===== src/rtl/move_pkg.sv =====
// Shared definitions for the paper-soccer move selector: compass directions,
// controller states, default tie-break orders and goal-shot directions.
package move_pkg;

  localparam logic [2:0] DIR_A = 3'd0;
  localparam logic [2:0] DIR_B = 3'd1;
  localparam logic [2:0] DIR_C = 3'd2;
  localparam logic [2:0] DIR_D = 3'd3;
  localparam logic [2:0] DIR_E = 3'd4;
  localparam logic [2:0] DIR_F = 3'd5;
  localparam logic [2:0] DIR_G = 3'd6;
  localparam logic [2:0] DIR_H = 3'd7;

  typedef enum logic [3:0] {
    S_IDLE,
    S_GOAL_CHK,
    S_MEM_WAIT,
    S_MEM_READ,
    S_EVAL_WAIT,
    S_EVAL_ISSUE,
    S_EVAL_RUN,
    S_DECIDE,
    S_RESULT
  } state_t;

  // Leftmost entry is the highest priority.
  localparam logic [23:0] PRIO_RED_DEF  = {DIR_E, DIR_D, DIR_F, DIR_C, DIR_G, DIR_B, DIR_H, DIR_A};
  localparam logic [23:0] PRIO_BLUE_DEF = {DIR_A, DIR_B, DIR_H, DIR_C, DIR_G, DIR_D, DIR_F, DIR_E};

  // Shots for ball x = h+1 / h / h-1 on the attacked goal line.
  localparam logic [2:0] GOAL_BLUE_HI  = DIR_H;
  localparam logic [2:0] GOAL_BLUE_MID = DIR_A;
  localparam logic [2:0] GOAL_BLUE_LO  = DIR_B;
  localparam logic [2:0] GOAL_RED_HI   = DIR_F;
  localparam logic [2:0] GOAL_RED_MID  = DIR_E;
  localparam logic [2:0] GOAL_RED_LO   = DIR_D;

endpackage


===== src/rtl/move_selector_best_tracker.sv =====
// Running-best register for the direction search, with the per-colour
// tie-break rank comparator.
module best_tracker
  import move_pkg::*;
#(
  parameter int unsigned NUM_DIR = 8,
  parameter int unsigned DIR_W   = 3,
  parameter int unsigned VAL_W   = 8,
  parameter logic [NUM_DIR*DIR_W-1:0] PRIO_RED  = PRIO_RED_DEF,
  parameter logic [NUM_DIR*DIR_W-1:0] PRIO_BLUE = PRIO_BLUE_DEF
) (
  input  logic             clk,
  input  logic             rst_n,
  input  logic             clear,
  input  logic             update,
  input  logic [VAL_W-1:0] score,
  input  logic [DIR_W-1:0] dir,
  input  logic             bonus,
  input  logic             color,
  output logic             best_valid,
  output logic [DIR_W-1:0] best_dir,
  output logic             best_bonus
);

  logic             valid_q;
  logic [VAL_W-1:0] score_q;
  logic [DIR_W-1:0] dir_q;
  logic             bonus_q;

  logic [NUM_DIR*DIR_W-1:0] prio;
  logic [DIR_W-1:0]         cand_rank;
  logic [DIR_W-1:0]         best_rank;
  logic                     take;

  function automatic logic [DIR_W-1:0] rank_of(input logic [NUM_DIR*DIR_W-1:0] list,
                                               input logic [DIR_W-1:0]         d);
    rank_of = '0;
    for (int unsigned i = 0; i < NUM_DIR; i++) begin
      if (list[(NUM_DIR-1-i)*DIR_W +: DIR_W] == d) rank_of = DIR_W'(i);
    end
  endfunction

  always_comb begin
    prio      = color ? PRIO_RED : PRIO_BLUE;
    cand_rank = rank_of(prio, dir);
    best_rank = rank_of(prio, dir_q);
    take      = update && (!valid_q || (score > score_q) ||
                           ((score == score_q) && (cand_rank < best_rank)));
  end

  always_ff @(posedge clk or negedge rst_n) begin
    if (!rst_n) begin
      valid_q <= 1'b0;
      score_q <= '0;
      dir_q   <= '0;
      bonus_q <= 1'b0;
    end else if (clear) begin
      valid_q <= 1'b0;
      score_q <= '0;
    end else if (take) begin
      valid_q <= 1'b1;
      score_q <= score;
      dir_q   <= dir;
      bonus_q <= bonus;
    end
  end

  assign best_valid = valid_q;
  assign best_dir   = dir_q;
  assign best_bonus = bonus_q;

endmodule


===== src/rtl/move_selector.sv =====
// Move-decision controller: takes the goal shot when available, otherwise
// evaluates every direction through the shared evaluator and reports the best.
module move_selector
  import move_pkg::*;
#(
  parameter  int unsigned NUM_DIR = 8,
  localparam int unsigned DIR_W   = $clog2(NUM_DIR),
  parameter  int unsigned VAL_W   = 8,
  parameter  int unsigned COORD_W = 8,
  parameter  logic [NUM_DIR*DIR_W-1:0] PRIO_RED  = PRIO_RED_DEF,
  parameter  logic [NUM_DIR*DIR_W-1:0] PRIO_BLUE = PRIO_BLUE_DEF,
  parameter  logic [DIR_W-1:0] FALLBACK_DIR = DIR_W'(2),
  parameter  logic GOAL_CHECK = 1'b1,
  parameter  int unsigned EVAL_TIMEOUT = 1023
) (
  input  logic               clk,
  input  logic               rst_n,
  input  logic               turn_req,
  input  logic [COORD_W-1:0] pos_x,
  input  logic [COORD_W-1:0] pos_y,
  input  logic [COORD_W-1:0] width,
  input  logic [COORD_W-1:0] length,
  input  logic               color,
  input  logic               mem_idle,
  input  logic               mem_done,
  output logic               mem_start,
  input  logic               eval_idle,
  input  logic               eval_done,
  input  logic               eval_no_perm,
  input  logic [VAL_W-1:0]   eval_score,
  input  logic               eval_bonus,
  output logic               eval_start,
  output logic [DIR_W-1:0]   eval_dir,
  output logic [DIR_W-1:0]   dir_out,
  output logic               bonus_out,
  output logic               dir_valid,
  output logic               goal_flag,
  output logic               idle
);

  localparam int unsigned TO_W = (EVAL_TIMEOUT > 0) ? $clog2(EVAL_TIMEOUT + 1) : 1;
  localparam logic        GOAL_EN = GOAL_CHECK && (NUM_DIR == 8);

  state_t             state_q, state_d;
  logic [DIR_W-1:0]   idx_q, idx_d;
  logic [TO_W-1:0]    to_q, to_d;
  logic [COORD_W-1:0] pos_x_q, pos_x_d, pos_y_q, pos_y_d;
  logic [COORD_W-1:0] width_q, width_d, length_q, length_d;
  logic               color_q, color_d;
  logic [DIR_W-1:0]   dir_q, dir_d;
  logic               bonus_q, bonus_d;
  logic               goal_q, goal_d;

  logic               trk_clear, trk_update, step;
  logic               best_valid, best_bonus;
  logic [DIR_W-1:0]   best_dir;

  logic [COORD_W-1:0] half;
  logic               shot_hit;
  logic [DIR_W-1:0]   shot_dir;

  always_comb begin
    half     = width_q >> 1;
    shot_hit = color_q ? (pos_y_q == '0) : (pos_y_q == length_q);
    shot_dir = '0;
    if (pos_x_q == half + COORD_W'(1))
      shot_dir = color_q ? DIR_W'(GOAL_RED_HI) : DIR_W'(GOAL_BLUE_HI);
    else if (pos_x_q == half)
      shot_dir = color_q ? DIR_W'(GOAL_RED_MID) : DIR_W'(GOAL_BLUE_MID);
    else if (pos_x_q == half - COORD_W'(1))
      shot_dir = color_q ? DIR_W'(GOAL_RED_LO) : DIR_W'(GOAL_BLUE_LO);
    else
      shot_hit = 1'b0;
  end

  always_comb begin
    state_d    = state_q;
    idx_d      = idx_q;
    to_d       = to_q;
    pos_x_d    = pos_x_q;
    pos_y_d    = pos_y_q;
    width_d    = width_q;
    length_d   = length_q;
    color_d    = color_q;
    dir_d      = dir_q;
    bonus_d    = bonus_q;
    goal_d     = goal_q;
    trk_clear  = 1'b0;
    trk_update = 1'b0;
    step       = 1'b0;
    unique case (state_q)
      S_IDLE: if (turn_req) begin
        pos_x_d   = pos_x;
        pos_y_d   = pos_y;
        width_d   = width;
        length_d  = length;
        color_d   = color;
        goal_d    = 1'b0;
        trk_clear = 1'b1;
        state_d   = S_GOAL_CHK;
      end
      S_GOAL_CHK: begin
        if (GOAL_EN && shot_hit) begin
          goal_d  = 1'b1;
          dir_d   = shot_dir;
          bonus_d = 1'b0;
          state_d = S_RESULT;
        end else begin
          state_d = S_MEM_WAIT;
        end
      end
      S_MEM_WAIT:  if (mem_idle) state_d = S_MEM_READ;
      S_MEM_READ:  if (mem_done) state_d = S_EVAL_WAIT;
      S_EVAL_WAIT: if (eval_idle) begin
        idx_d   = '0;
        state_d = S_EVAL_ISSUE;
      end
      S_EVAL_ISSUE: begin
        to_d    = '0;
        state_d = S_EVAL_RUN;
      end
      S_EVAL_RUN: begin
        // eval_done takes precedence over no_perm and timeout.
        if (eval_done) begin
          trk_update = 1'b1;
          step       = 1'b1;
        end else if (eval_no_perm || (to_q == TO_W'(EVAL_TIMEOUT))) begin
          step = 1'b1;
        end else begin
          to_d = to_q + TO_W'(1);
        end
        if (step) begin
          if (idx_q == DIR_W'(NUM_DIR - 1)) begin
            state_d = S_DECIDE;
          end else begin
            idx_d   = idx_q + DIR_W'(1);
            state_d = S_EVAL_ISSUE;
          end
        end
      end
      S_DECIDE: begin
        dir_d   = best_valid ? best_dir : FALLBACK_DIR;
        bonus_d = best_valid ? best_bonus : 1'b0;
        state_d = S_RESULT;
      end
      S_RESULT: state_d = S_IDLE;
      default:  state_d = S_IDLE;
    endcase
  end

  always_ff @(posedge clk or negedge rst_n) begin
    if (!rst_n) begin
      state_q  <= S_IDLE;
      idx_q    <= '0;
      to_q     <= '0;
      pos_x_q  <= '0;
      pos_y_q  <= '0;
      width_q  <= '0;
      length_q <= '0;
      color_q  <= 1'b0;
      dir_q    <= '0;
      bonus_q  <= 1'b0;
      goal_q   <= 1'b0;
    end else begin
      state_q  <= state_d;
      idx_q    <= idx_d;
      to_q     <= to_d;
      pos_x_q  <= pos_x_d;
      pos_y_q  <= pos_y_d;
      width_q  <= width_d;
      length_q <= length_d;
      color_q  <= color_d;
      dir_q    <= dir_d;
      bonus_q  <= bonus_d;
      goal_q   <= goal_d;
    end
  end

  best_tracker #(
    .NUM_DIR  (NUM_DIR),
    .DIR_W    (DIR_W),
    .VAL_W    (VAL_W),
    .PRIO_RED (PRIO_RED),
    .PRIO_BLUE(PRIO_BLUE)
  ) u_best (
    .clk       (clk),
    .rst_n     (rst_n),
    .clear     (trk_clear),
    .update    (trk_update),
    .score     (eval_score),
    .dir       (idx_q),
    .bonus     (eval_bonus),
    .color     (color_q),
    .best_valid(best_valid),
    .best_dir  (best_dir),
    .best_bonus(best_bonus)
  );

  assign mem_start  = (state_q == S_MEM_READ);
  assign eval_start = (state_q == S_EVAL_ISSUE);
  assign eval_dir   = idx_q;
  assign dir_out    = dir_q;
  assign bonus_out  = bonus_q;
  assign dir_valid  = (state_q == S_RESULT);
  assign goal_flag  = goal_q;
  assign idle       = (state_q == S_IDLE);

endmodule

===== config.mk =====
export PLATFORM = sky130hd
export DESIGN_NAME = move_selector
export DESIGN_NICKNAME = d
export VERILOG_FILES = /design/src/rtl/move_pkg.sv /design/src/rtl/move_selector_best_tracker.sv /design/src/rtl/move_selector.sv
export SDC_FILE = /design/constraint.sdc
export NUM_CORES = 1
export LEC_CHECK = 0
export CORE_MARGIN = 1
export CORE_UTILIZATION = 35
export CTS_CLUSTER_DIAMETER = 200
export CTS_CLUSTER_SIZE = 25
export DETAILED_ROUTE_END_ITERATION = 8
export PLACE_DENSITY_LB_ADDON = 0.12
export REMOVE_ABC_BUFFERS = 1
export SYNTH_ARGS = -nofsm -noshare
export SYNTH_HDL_FRONTEND = slang
export SYNTH_SLANG_ARGS = --single-unit

===== constraint.sdc =====
create_clock -name clk -period 3.7 [get_ports clk]
set_clock_uncertainty 0.2 [all_clocks]
set_input_delay 0.37 -clock clk [delete_from_list [all_inputs] [get_ports clk]]
set_output_delay 0.37 -clock clk [all_outputs]
set_load 0.01 [all_outputs]

==> metrics, run 1 <==
status=complete, no violations; crit path launch=width_q[1]; power share of the clock group=between 20% and 30%; r2r setup slk=0.65 ns; fraction of layout cells with a size suffix above 1=between 10 and 15%; Antenna diodes=0; DR WL/cell=14.0 um; Internal Pwr Total=2.57 mW; clock root cell=clkbuf_16; Synth area leader=dfrtp_1; switching power=~1.4 mW; Pleak=about 2.2 nW; commonest non-fill, non-tap cells in the layout=67 x dfrtp_1, 59 x clkdlybuf4s50_1, 35 x mux2_2; unrepaired setup endpoints after global routing=false; Fin. Hold Viols=0; Post-DRT Antenna Nets=0; CTS H-tree depth=3; critical path fanouts, max=9; clock tree from TritonCTS=yes; fin crit share=82.4%; pre-CTS setup slack=around 0.67 ns; crit start category=register; FF+latch area=0.00168 sq mm; hold_ws=roughly 0.28 ns; global route overflow=0; M2 GR Usage=26.1%; final max-slew violation count=0; Slew HR=roughly three fifths; async set or reset register ratio after synthesis=100%; crit path DAT=3.06 ns; post-DP HPWL=6.15 mm; CTS buffer count=9; cells taking the most area after synthesis=dfrtp_1 42%, mux2_2 9.9%, ha_1 5.3%, xor2_1 4.2%, a21oi_1 2.6%; total number of vias=3016; Placeable Area=0.0110 sq mm; number of synthesized flops with an enable pin=0; latest clock arrival within the worst-skew pair=0.33 ns; Post-synth top flop=dfrtp_1; WS Path Type=reg2reg; global router's overall resource usage=approximately 16%; Synth cell types=59; worst vdd ir=0.000424 V; combined area of the multi-input logic cells=0.00216 sq mm; Synth Warn #=0; Worst Reg-to-Reg Cells=10; Slew @ Worst Pin=0.613 ns; FF-to-FF Start=width_q[1]; initial antenna violation count=0; post-CTS setup buffers=0; post-layout worst setup margin=0.651 ns; vias in the first global route=a little over 3000; Fmax=0.328 GHz; routability cong.=between 0.7 and 0.8; Seq pwr share=a little over a third; row cnt=38; io pins=62; router iterations before antenna repair=4; largest net degree at the start of global routing=43; cells after synthesis=~400; Layout Cells excl Fill=around 600; placed insts=578; pwr dens=about 790 mW/mm^2; commonest non-fill, non-tap cell in the layout=dfrtp_1; first-pass GRT wire length=14.4 mm; Die Area=0.0119 sq mm; DRC=0; mapped cell area=0.00400 sq mm; Die Y=109 um; deepest clock path buffer count=2; Worst setup EP type=register; Layout area overhead=27.0%; Starting Density=36.4%; #FFs+latches synth=67; proportion of netlist area held by the largest area contributor=41.9%; Max-Cap Viols=0; RR Endpoint=dir_out[1]; Setup TNS=0 ns; met1 usage in global routing=19.6%; crit path capture=dir_out[1]; Worst EP required=3.71 ns; post-cts gate resize count=0; Syn Area/Cell=roughly 10 sq um; Seq/Total Area, Yosys=41.9%; Hold/Removal Path Class=reg2reg; Fill cells=approximately 1100; Sw Ratio=35.7%; clock sink total=67; vias per std cell=5.07; Net count, final=517; Comb pwr share=roughly two fifths; gr busiest metal=met2; Final setup viols=0; DR iter-0 viols=89; Die W=109 um; PortBufs=60; met3 Resource Use GR=4.24%; clock-pin slew on the worst setup and hold paths=0.05 ns; final WL=8.32 mm; minimum clock period=3.05 ns
==> power by group through the flow <==
stage	Sequential (mW)	Combinational, mW	Clock (mW)
2_1_floorplan	1.32	1.20	0
3_3_place_gp	1.40	1.55	0
3_5_place_dp	1.41	1.58	0
4_1_cts	1.40	1.59	1.07
5_1_grt	1.46	1.78	1.10
6_report	1.40	1.57	1.04
==> kinds of logic after synthesis <==
group,synth area share (%)
multiplexers,13.2
XOR/XNOR,7.60
flip-flops,41.9
AND/OR/NAND/NOR,15.2
adder cells (fa/ha/maj),5.32
buffers and inverters,4.10
AO/OA/AOI/OAI,12.6
==> through the flow <==
step / total power, mW / utilization (%) / area (sq um)
floorplan: 2.53 / - / 3910
global placement: 2.96 / 42.9 / 4710
detailed placement: 3.00 / 42.9 / 4710
CTS: 4.07 / 46.2 / 5080
global route: 4.34 / 46.2 / 5080
finish: 4.01 / 46.2 / 5080
==> worst min-delay path by stage <==
| stage | from | endpoint | slack [ns] | depth (start not counted) |
|---|---|---|---|---|
| 3_5_place_dp | rst_n | width_q[4] | 0.23 | 1 |
| 2_1_floorplan | rst_n | bonus_out | -0.13 | 0 |
| 4_1_cts | goal_flag | goal_flag | 0.29 | 2 |
| 3_3_place_gp | rst_n | width_q[4] | 0.22 | 1 |
| 6_report | goal_flag | goal_flag | 0.28 | 2 |
| 5_1_grt | goal_flag | goal_flag | 0.31 | 2 |
==> flip-flops by register name, indices dropped and copies added, names as in the netlist <==
register / cells
u_best.best_valid: 1
bonus_out: 1
u_best.best_bonus: 1
u_best.score_q: 8
width_q: 7
dir_out: 3
eval_dir: 3
goal_flag: 1
pos_x_q: 8
u_best.best_dir: 3
pos_y_q: 8
length_q: 8
color_q: 1
to_q: 10
state_q: 4
==> routing by layer <==
layer / vias up / share of wire, %
li1: 1519 / -
met1: 1435 / 48
met2: 53 / 47
met3: 9 / 4.4
met4: 0 / 1.3
met5: - / 0
==> Yosys cell counts (3+ instances only) <==
master	count
a211oi_1	4
a21o_1	9
a21oi_1	21
a31oi_1	4
and2_1	3
and3_1	3
buf_2	7
clkbuf_1	9
dfrtp_1	67
ha_1	17
inv_1	19
mux2_1	8
mux2_2	35
mux2i_1	3
nand2_1	27
nand2b_1	4
nand3_1	11
nand4_1	8
nor2_1	22
nor2b_1	3
nor3_1	9
nor3b_1	3
nor4_1	4
o21ai_0	18
o31ai_1	3
or3_1	5
xnor2_1	12
xor2_1	19
==> critical path: stages (launching register included) <==
cell	delay [ns]
dfrtp_1	0.55
inv_1	0.08
ha_1	0.32
or3_1	0.33
a21o_1	0.18
a31oi_1	0.16
a41oi_1	0.10
nor4_4	0.45
o21bai_2	0.16
nand2_2	0.11
mux2_4	0.30
==> what timing repair did <==
| item | 4_1_cts | 5_1_grt |
|---|---|---|
| hold buffers | 1 | 0 |
| endpoints found under the setup margin | 0 | 0 |
| endpoints found under the hold margin | 25 | 0 |
==> cell type report <==
cell class | instances | area share, %
inverter | 20 | 1.48
tap | 140 | 3.45
timing repair buffer | 65 | 12.5
clock inverter | 5 | 2.46
clock buffer | 11 | 4.58
sequential | 67 | 33.0
multi-input combinational | 287 | 42.5
Note: power is estimated with default switching activity, not from simulation.
==> inputs of run 2 (changes only) <==
==> constraint.sdc (replaced) <==
create_clock -name clk -period 2.7 [get_ports clk]
set_clock_uncertainty 0.2 [all_clocks]
set_input_delay 0.27 -clock clk [delete_from_list [all_inputs] [get_ports clk]]
set_output_delay 0.27 -clock clk [all_outputs]
set_load 0.01 [all_outputs]
==> run 2 against run 1 <==
Via count increased by 4.2%. Design area grew 5.3%. Highest routed layer unchanged. Largest cell class unchanged. Count of clock-buffer cells in the layout grew 1.
==> metrics, run 2 (synthesized netlist as in run 1, its figures left out) <==
Sw Ratio=36.7% (was 35.7%); io pins=62 (unchanged); Worst EP required=2.72 ns (was 3.71 ns); Post-DRT Antenna Nets=0 (unchanged); minimum clock period=2.62 ns (was 3.05 ns); Setup TNS=0 ns (unchanged); crit start category=register (unchanged); first-pass GRT wire length=15.2 mm (was 14.4 mm); Pleak=2.29 nW (was 2.16 nW); clock-pin slew on the worst setup and hold paths=0.06 ns (was 0.05 ns); global route overflow=0 (unchanged); met1 usage in global routing=21.3% (was 19.6%); fin crit share=96.9% (was 82.4%); commonest non-fill, non-tap cell in the layout=dfrtp_1 (unchanged); worst path cell trace=xor2_1 -> and3_4 -> o21ai_2 -> ha_1 -> a21o_1 -> a21oi_2 -> o31ai_2 -> a21oi_1 -> buf_4 -> mux2_4 (was inv_1 -> ha_1 -> or3_1 -> a21o_1 -> a31oi_1 -> a41oi_1 -> nor4_4 -> o21bai_2 -> nand2_2 -> mux2_4); router iterations before antenna repair=4 (unchanged); deepest clock path buffer count=2 (unchanged); Die Y=109 um (unchanged); total number of vias=3144 (was 3016); Starting Density=36.4% (unchanged); Slew @ Worst Pin=0.699 ns (was 0.613 ns); Antenna diodes=0 (unchanged); routability cong.=0.796 (was 0.785); commonest non-fill, non-tap cells in the layout=64 x dfrtp_1, 59 x clkdlybuf4s50_1, 33 x mux2_2 (was 67 x dfrtp_1, 59 x clkdlybuf4s50_1, 35 x mux2_2); global router's overall resource usage=16.8% (was 15.6%); DR WL/cell=14.5 um (was 14.0 um); CTS H-tree depth=3 (unchanged); Seq pwr share=30.6% (was 34.9%); clock root cell=clkbuf_16 (unchanged); final WL=9.01 mm (was 8.32 mm); CP bufs+invs=1 (unchanged); switching power=2.10 mW (was 1.43 mW); DRC=0 (unchanged); Internal Pwr Total=3.63 mW (was 2.57 mW); Fmax=0.382 GHz (was 0.328 GHz); fraction of layout cells with a size suffix above 1=23.9% (was 14.5%); Slew HR=53.4% (was 59.1%); CTS buffer count=9 (unchanged); Net count, final=544 (was 517); vias in the first global route=3152 (was 3060); final core utilization=48.7% (was 46.2%); Hold/Removal Path Class=reg2reg (unchanged); vias per std cell=5.05 (was 5.07); slowest CP cell=dfrtp_2 (was dfrtp_1); worst vdd ir=0.000534 V (was 0.000424 V); Crit path max-delay family=compound AO/OA/AOI/OAI gates (was simple AND/OR/NAND/NOR gates); M2 GR Usage=27.6% (was 26.1%); row cnt=38 (unchanged); power share of the clock group=22.2% (was 25.9%); initial antenna violation count=0 (unchanged); unrepaired setup endpoints after global routing=true (was false); critical path fanouts, max=8 (was 9); Placeable Area=0.0110 sq mm (unchanged); Final setup viols=0 (unchanged); number of flip-flops under the largest register name=10 (unchanged); Die Area=0.0119 sq mm (unchanged); PortBufs=60 (unchanged); final max-slew violation count=0 (unchanged); met3 Resource Use GR=4.12% (was 4.24%); clock tree from TritonCTS=yes (unchanged); WS Path Type=reg2reg (unchanged); Die W=109 um (unchanged); crit-path max cell delay=0.44 ns (was 0.55 ns); clock sink total=67 (unchanged); r2r setup slk=0.08 ns (was 0.65 ns); Layout area overhead=33.7% (was 27.0%); hold_ws=0.281 ns (about the same); DR iter-0 viols=111 (was 89); gr busiest metal=met2 (unchanged); status=complete, no violations (unchanged); Max-Cap Viols=0 (unchanged); crit path DAT=2.64 ns (was 3.06 ns); post-DP HPWL=6.60 mm (was 6.15 mm); placed insts=602 (was 578); Layout Cells excl Fill=622 (was 595); largest net degree at the start of global routing=36 (was 43); Fin. Hold Viols=0 (unchanged); latest clock arrival within the worst-skew pair=0.33 ns (about the same); Worst setup EP type=register (unchanged); Comb pwr share=47.2% (was 39.1%); pwr dens=1070 mW/mm^2 (was 789 mW/mm^2); most flop-heavy register=to_q (unchanged)
-- run 2: cell types whose count changed in the layout (fill, tap and decap cells not counted), moves of 3 or more --
cell and change:
dfrtp_2 +3, buf_4 +25, mux2_4 +8, ha_1 -3
mux2_1 -6, dfrtp_1 -3
-- run 2: cell type report --
cell class	instances	area (sq um)
clock buffers	12	246
clock inverters	4	73.8
fillers	1058	5640
inverters	20	75.1
multi-input cells	287	2240
flip-flops and latches	67	1680
well taps	140	175
repair buffers	92	855
-- run 2: per-stage QoR --
stage	setup slack (ns)	total power, mW	cell area, sq um
after CTS	0.0431	5.67	5240
final	0.0834	5.73	5350
after global routing	-0.0671	6.19	5350
after global placement	-0.0691	4.26	4900
after floorplan	-0.461	3.46	3910
after detailed placement	-0.0834	4.34	4900
-- run 2: metal layers --
layer	up-vias	share of wire (%)	wire length, um
met4	0	1.6	142
met2	61	47	4270
met5	-	0	0
li1	1567	-	-
met1	1503	47	4200
met3	13	4.3	390
-- run 2: path summary, 6_finish.rpt --
kind | start | endpoint | depth (start not counted)
max | eval_dir[1] | u_best.score_q[7] | 10
max reg2reg | eval_dir[1] | u_best.score_q[7] | 10
min | goal_flag | goal_flag | 2
min reg2reg | goal_flag | goal_flag | 2
max in group asynchronous | rst_n | eval_dir[2] | 3
min in group asynchronous | rst_n | width_q[4] | 2
-- run 2: what timing repair did --
action,in CTS,in global routing
setup endpoints to repair,11,16
pin swaps,1,12
setup buffers,0,4
gates resized for setup,3,26
endpoints found under the hold margin,28,0
hold buffers,1,0
-- run 2: power by group through the flow --
| stage | clock network, mW | registers (mW) | logic (mW) |
|---|---|---|---|
| after floorplan | 0 | 1.81 | 1.65 |
| after global placement | 0 | 1.75 | 2.51 |
| after detailed placement | 0 | 1.77 | 2.58 |
| after CTS | 1.31 | 1.75 | 2.61 |
| after global routing | 1.34 | 1.81 | 3.03 |
| final | 1.27 | 1.75 | 2.71 |
-- run 2: worst reg2reg max path, delay by kind of cell, from the launching register on --
kind	cells	cell delay, ns
compound gates	5	0.67
flops	1	0.44
mux	1	0.31
fa+ha+maj	1	0.27
buf+inv	1	0.23
simple gates	1	0.20
xor+xnor	1	0.18
